[config.mk]
export PLATFORM = sky130hd
export DESIGN_NAME = shared_mem_arbiter
export DESIGN_NICKNAME = d
export VERILOG_FILES = /design/src/rtl/shared_mem_arbiter_pkg.sv /design/src/rtl/shared_mem_arbiter_rr_arbiter2.sv /design/src/rtl/shared_mem_arbiter.sv
export SDC_FILE = /design/constraint.sdc
export NUM_CORES = 1
export LEC_CHECK = 0
export CELL_PAD_IN_SITES_DETAIL_PLACEMENT = 0
export CELL_PAD_IN_SITES_GLOBAL_PLACEMENT = 2
export CORE_ASPECT_RATIO = 0.7
export CORE_MARGIN = 2
export CORE_UTILIZATION = 21
export CTS_BUF_LIST = sky130_fd_sc_hd__clkbuf_4 sky130_fd_sc_hd__clkbuf_8
export DETAILED_ROUTE_END_ITERATION = 12
export PLACE_DENSITY = 0.95
export SLEW_MARGIN = 20
export SYNTH_ARGS = -nofsm -noshare
export SYNTH_HDL_FRONTEND = slang
export SYNTH_SLANG_ARGS = --single-unit
[constraint.sdc]
create_clock -name clock -period 4.1 [get_ports clock]
set_clock_uncertainty 0.05 [all_clocks]
set_input_delay 0.41 -clock clock [delete_from_list [all_inputs] [get_ports clock]]
set_output_delay 0.41 -clock clock [all_outputs]
set_load 0.05 [all_outputs]
[src/rtl/shared_mem_arbiter_pkg.sv]
// -----------------------------------------------------------------------------
// shared_mem_arbiter_pkg
// Types and constants shared by the two-requester memory arbiter.
//   req_id_t  : requester identifier (1 bit), REQ0 / REQ1
//   req_t     : one request record {we, addr, wdata} at the default widths
//   ADDR_W / DATA_W / CNT_W : default widths used by the top-level parameters
//   id_to_onehot : converts a requester id into a one-hot grant vector
// -----------------------------------------------------------------------------
package shared_mem_arbiter_pkg;

    localparam int ADDR_W = 2;
    localparam int DATA_W = 4;
    localparam int CNT_W  = 8;

    typedef logic req_id_t;

    localparam req_id_t REQ0 = 1'b0;
    localparam req_id_t REQ1 = 1'b1;

    typedef struct packed {
        logic              we;
        logic [ADDR_W-1:0] addr;
        logic [DATA_W-1:0] wdata;
    } req_t;

    // One-hot grant vector for a given requester id.
    function automatic logic [1:0] id_to_onehot(input req_id_t id);
        logic [1:0] oh;
        if (id == REQ1) begin
            oh = 2'b10;
        end else begin
            oh = 2'b01;
        end
        return oh;
    endfunction

endpackage

[src/rtl/shared_mem_arbiter_rr_arbiter2.sv]
// -----------------------------------------------------------------------------
// rr_arbiter2
// Two-way round-robin grant logic with the last-grant register.
// Ports:
//   clock  : clock
//   clear  : synchronous active-high reset; forces gnt to zero while high
//   valid  : per-requester request valid
//   accept : a transfer was accepted this cycle (updates last_gnt)
//   gnt    : one-hot (or zero) combinational grant
// -----------------------------------------------------------------------------
module rr_arbiter2
    import shared_mem_arbiter_pkg::*;
(
    input  logic       clock,
    input  logic       clear,
    input  logic [1:0] valid,
    input  logic       accept,
    output logic [1:0] gnt
);

    req_id_t    last_gnt_r;
    logic [1:0] gnt_s;

    // Grant decision: a lone requester wins outright, a tie goes to the
    // requester that was not served most recently.
    always_comb begin
        gnt_s = 2'b00;
        if (clear) begin
            gnt_s = 2'b00;
        end else begin
            case (valid)
                2'b01:   gnt_s = 2'b01;
                2'b10:   gnt_s = 2'b10;
                2'b11:   gnt_s = id_to_onehot(~last_gnt_r);
                default: gnt_s = 2'b00;
            endcase
        end
    end

    assign gnt = gnt_s;

    // Remember who was served last; idle cycles leave the history untouched
    // so fairness survives gaps in traffic.
    always_ff @(posedge clock) begin
        if (clear) begin
            last_gnt_r <= REQ1;
        end else if (accept) begin
            last_gnt_r <= gnt_s[1] ? REQ1 : REQ0;
        end else begin
            last_gnt_r <= last_gnt_r;
        end
    end

endmodule

[src/rtl/shared_mem_arbiter.sv]
// -----------------------------------------------------------------------------
// shared_mem_arbiter
// Shares one single-port synchronous-read memory between two requesters with
// round-robin arbitration, zero-latency ready and one-cycle read responses.
// Ports:
//   clock, clear              : clock and synchronous active-high reset
//   req_valid/req_ready       : per-requester request handshake (bit i = req i)
//   req_we                    : per-requester write enable
//   req_addr0/1, req_wdata0/1 : per-requester address and write data
//   rsp_valid, rsp_data       : read response (rsp_data shared, qualified)
//   mem_en/we/addr/wdata      : memory port driven from the winning requester
//   mem_rdata                 : memory read data, valid the cycle after a read
//   conflict_cnt              : saturating count of cycles with both valid
// -----------------------------------------------------------------------------
module shared_mem_arbiter
    import shared_mem_arbiter_pkg::*;
#(
    parameter int ADDR_W = shared_mem_arbiter_pkg::ADDR_W,
    parameter int DATA_W = shared_mem_arbiter_pkg::DATA_W,
    parameter int CNT_W  = shared_mem_arbiter_pkg::CNT_W
) (
    input  logic              clock,
    input  logic              clear,
    input  logic [1:0]        req_valid,
    output logic [1:0]        req_ready,
    input  logic [1:0]        req_we,
    input  logic [ADDR_W-1:0] req_addr0,
    input  logic [ADDR_W-1:0] req_addr1,
    input  logic [DATA_W-1:0] req_wdata0,
    input  logic [DATA_W-1:0] req_wdata1,
    output logic [1:0]        rsp_valid,
    output logic [DATA_W-1:0] rsp_data,
    output logic              mem_en,
    output logic              mem_we,
    output logic [ADDR_W-1:0] mem_addr,
    output logic [DATA_W-1:0] mem_wdata,
    input  logic [DATA_W-1:0] mem_rdata,
    output logic [CNT_W-1:0]  conflict_cnt
);

    localparam logic [CNT_W-1:0] CNT_MAX = {CNT_W{1'b1}};
    localparam logic [CNT_W-1:0] CNT_ONE = {{(CNT_W-1){1'b0}}, 1'b1};

    logic [1:0]        gnt_s;
    logic              accept_s;
    logic              mem_we_s;
    logic [ADDR_W-1:0] mem_addr_s;
    logic [DATA_W-1:0] mem_wdata_s;
    logic [1:0]        rsp_pend_r;
    logic [CNT_W-1:0]  conflict_cnt_r;

    assign accept_s = |(req_valid & gnt_s);

    rr_arbiter2 u_arb (
        .clock  (clock),
        .clear  (clear),
        .valid  (req_valid),
        .accept (accept_s),
        .gnt    (gnt_s)
    );

    // Memory port mux: the granted requester drives the port, idle is all zero.
    always_comb begin
        mem_we_s    = 1'b0;
        mem_addr_s  = {ADDR_W{1'b0}};
        mem_wdata_s = {DATA_W{1'b0}};
        case (gnt_s)
            2'b01: begin
                mem_we_s    = req_we[REQ0];
                mem_addr_s  = req_addr0;
                mem_wdata_s = req_wdata0;
            end
            2'b10: begin
                mem_we_s    = req_we[REQ1];
                mem_addr_s  = req_addr1;
                mem_wdata_s = req_wdata1;
            end
            default: begin
                mem_we_s    = 1'b0;
                mem_addr_s  = {ADDR_W{1'b0}};
                mem_wdata_s = {DATA_W{1'b0}};
            end
        endcase
    end

    // Track which requester has a read in flight; a response lasts one cycle.
    always_ff @(posedge clock) begin
        if (clear) begin
            rsp_pend_r <= 2'b00;
        end else begin
            rsp_pend_r <= gnt_s & req_valid & ~req_we;
        end
    end

    // Count contention cycles, sticking at the maximum.
    always_ff @(posedge clock) begin
        if (clear) begin
            conflict_cnt_r <= {CNT_W{1'b0}};
        end else if ((req_valid == 2'b11) && (conflict_cnt_r != CNT_MAX)) begin
            conflict_cnt_r <= conflict_cnt_r + CNT_ONE;
        end else begin
            conflict_cnt_r <= conflict_cnt_r;
        end
    end

    assign req_ready    = gnt_s;
    assign mem_en       = |gnt_s;
    assign mem_we       = mem_we_s;
    assign mem_addr     = mem_addr_s;
    assign mem_wdata    = mem_wdata_s;
    // A response due in a cleared cycle is dropped, not delivered late.
    assign rsp_valid    = clear ? 2'b00 : rsp_pend_r;
    assign rsp_data     = mem_rdata;
    assign conflict_cnt = conflict_cnt_r;

endmodule

==> results.md <==
* Post-layout util at 34.2%
* Yosys top cell by area: dfxtp_1
* Die Ht at 54.0 um
* Global-route wire length before repair at 3190 um
* TritonCTS clock tree: yes
* Fmax at 298 MHz
* Synth cell types at 29
* Vias in the first global route at 702
* Worst path arrival time at 2.90 ns
* Avg Cell Area, Syn at 8.24 um^2
* Most instantiated library cell after synthesis: nor2_1
* Crit Path Class: input port to primary output
* Maximum capacitance violations at 0
* Setup TNS at 0 ns
* Setup violators final at 0
* Fin. max-slew vios at 0
* Synth top area share at 29.4%
* Power per cell area at 256 nW/um^2
* Drt drc at 0
* Final cycle utilization of the critical path at 81.8%
* Hold_buf cts at 0
* CP endpoint kind: primary output
* Largest net degree at the start of global routing at 14
* Fill count at 372
* TritonCTS Sinks at 11
* Worst EP required at 3.64 ns
* Gr ovfl total at 0
* Layout cell share with drive strength beyond 1 at 7.94%
* Post-Syn Instances at 91
* Clock Tree Buf Depth at 2
* Gr usage total at 10.6%
* Via count at 758
* Iteration count of the initial detailed-routing pass at 4
* CTS H-tree depth at 1
* Postcts setup bufs at 0
* RSZ-0062 raised after global routing: no
* CTS clk-pin slew, worst paths at 0.05 ns
* Antenna violations before repair at 0
* Area delta synth->final at 58.3%
* I/O Pins at 46
* Cell Area, Synth at 749 um^2
* Routed WL per cell at 10.9 um
* Routed WL at 1910 um
* Commonest cells in the netlist: nor2_1, dfxtp_1, inv_1
* Syn_nets at 117
* Die footprint at 4070 um^2
* Inserted Diodes at 0
* Crit path time final at 3.36 ns
* CP Max Fanout at 9
* Vias/cell at 4.31
* Synth warn at 0
* Maximum vdd drop at 0.155 mV
* Worst min path class: flop to flop
* Worst-Margin Slew at 0.507 ns
* Sequential area share after synthesis at 29.4%
* Yosys reg bits at 11
* Die width at 75.4 um
* Async set or reset register ratio after synthesis at 0%
* Port bufs at 37
* Initial DRC Count at 44
* Largest cells by area after synthesis: dfxtp_1, a22oi_1, ha_1
* Placeable Area at 3470 um^2
* Crit start category: input port
* Clk_lat worst skew at 0.24 ns
* Hold Fails Final Rpt at 0
* Max_slew headroom at 66.1%
* Leakage power at 0.445 nW
* Most frequently used flop master after synthesis: dfxtp_1
* CTS Root Cell: clkbuf_8
* Final HPWL from detailed placement at 1590 um
* DRT antenna net count at 0
* Number of synthesized flops with an enable pin at 0
* Post-layout nets at 153
* Row count at 18
* Post-CTS sizing at 0
* Gpl congestion at 0.761
* Status: complete, no violations
* Initial core utilization at 21.6%
* Total CTS buffers at 3
-- worst paths after layout --
kind | from | endpoint | slack (ns) | depth (start not counted)
min | u_arb.last_gnt_r | u_arb.last_gnt_r | 0.48 | 2
max | req_valid[1] | mem_wdata[3] | 0.74 | 7
max reg2reg | conflict_cnt[0] | conflict_cnt[0] | 2.38 | 4
min reg2reg | u_arb.last_gnt_r | u_arb.last_gnt_r | 0.48 | 2
-- routing by layer --
metal	share of wire (%)	global-route usage [%]
met3	5.9	4.12
met4	1.2	2.63
met5	0	0
met1	48	14.0
met2	45	16.1
-- critical path: stages --
cell and delay, ns:
clkdlybuf4s50_1 0.66, inv_1 0.07, o211ai_1 0.32, inv_1 0.10, ha_1 0.38, nor2_1 0.14, clkdlybuf4s50_1 0.81
-- metrics by stage --
step                      cell area (um^2)  hold WS, ns  setup slack, ns  power [mW]  instances
after detailed placement              1140        0.463            0.735       0.192        172
after floorplan                        749        0.426             1.42       0.170         91
final                                 1190        0.476            0.745       0.304        176
after CTS                             1190        0.472            0.734       0.309        176
after global routing                  1190        0.483            0.578       0.319        176
after global placement                1140        0.452            0.783       0.191        172
-- sequential cells by signal, summed over array words and instances, names as in the netlist --
register / count
conflict_cnt: 8
rsp_pend_r: 2
u_arb.last_gnt_r: 1
-- kinds of logic after synthesis --
kind of cell / synth area share [%]
AO/OA/AOI/OAI: 20.7
adder cells (fa/ha/maj): 6.68
buffers and inverters: 11.0
flip-flops: 29.4
multiplexers: 5.84
AND/OR/NAND/NOR: 26.4
-- placed cells by master, fill, tap and decap left out, types with 2 or more instances in the layout --
cell             instances
nand2_1                  7
nor3_1                   3
clkdlybuf4s50_1         37
nor2_1                  13
a31oi_1                  2
and3_1                   2
ha_1                     4
dfxtp_1                 11
a21oi_1                  5
a22oi_1                  7
nor2b_1                  5
mux2_2                   2
inv_1                    8
clkbuf_8                 3
nand3_1                  2
-- final cells by class --
type	count	area, um^2	area share, %
timing repair buffer	38	378	31.9
inverter	8	30.0	2.53
multi-input combinational	65	447	37.7
clock buffer	4	48.8	4.11
sequential	11	220	18.6
tap	50	62.6	5.27
-- power by group --
part           internal [mW]  switching, mW  leakage, nW
Combinational         0.0333         0.0431        0.329
Sequential             0.110        0.00301       0.0894
Clock                 0.0748         0.0399       0.0262
Total                  0.218         0.0860        0.445
(Power assumes the default switching activity.)
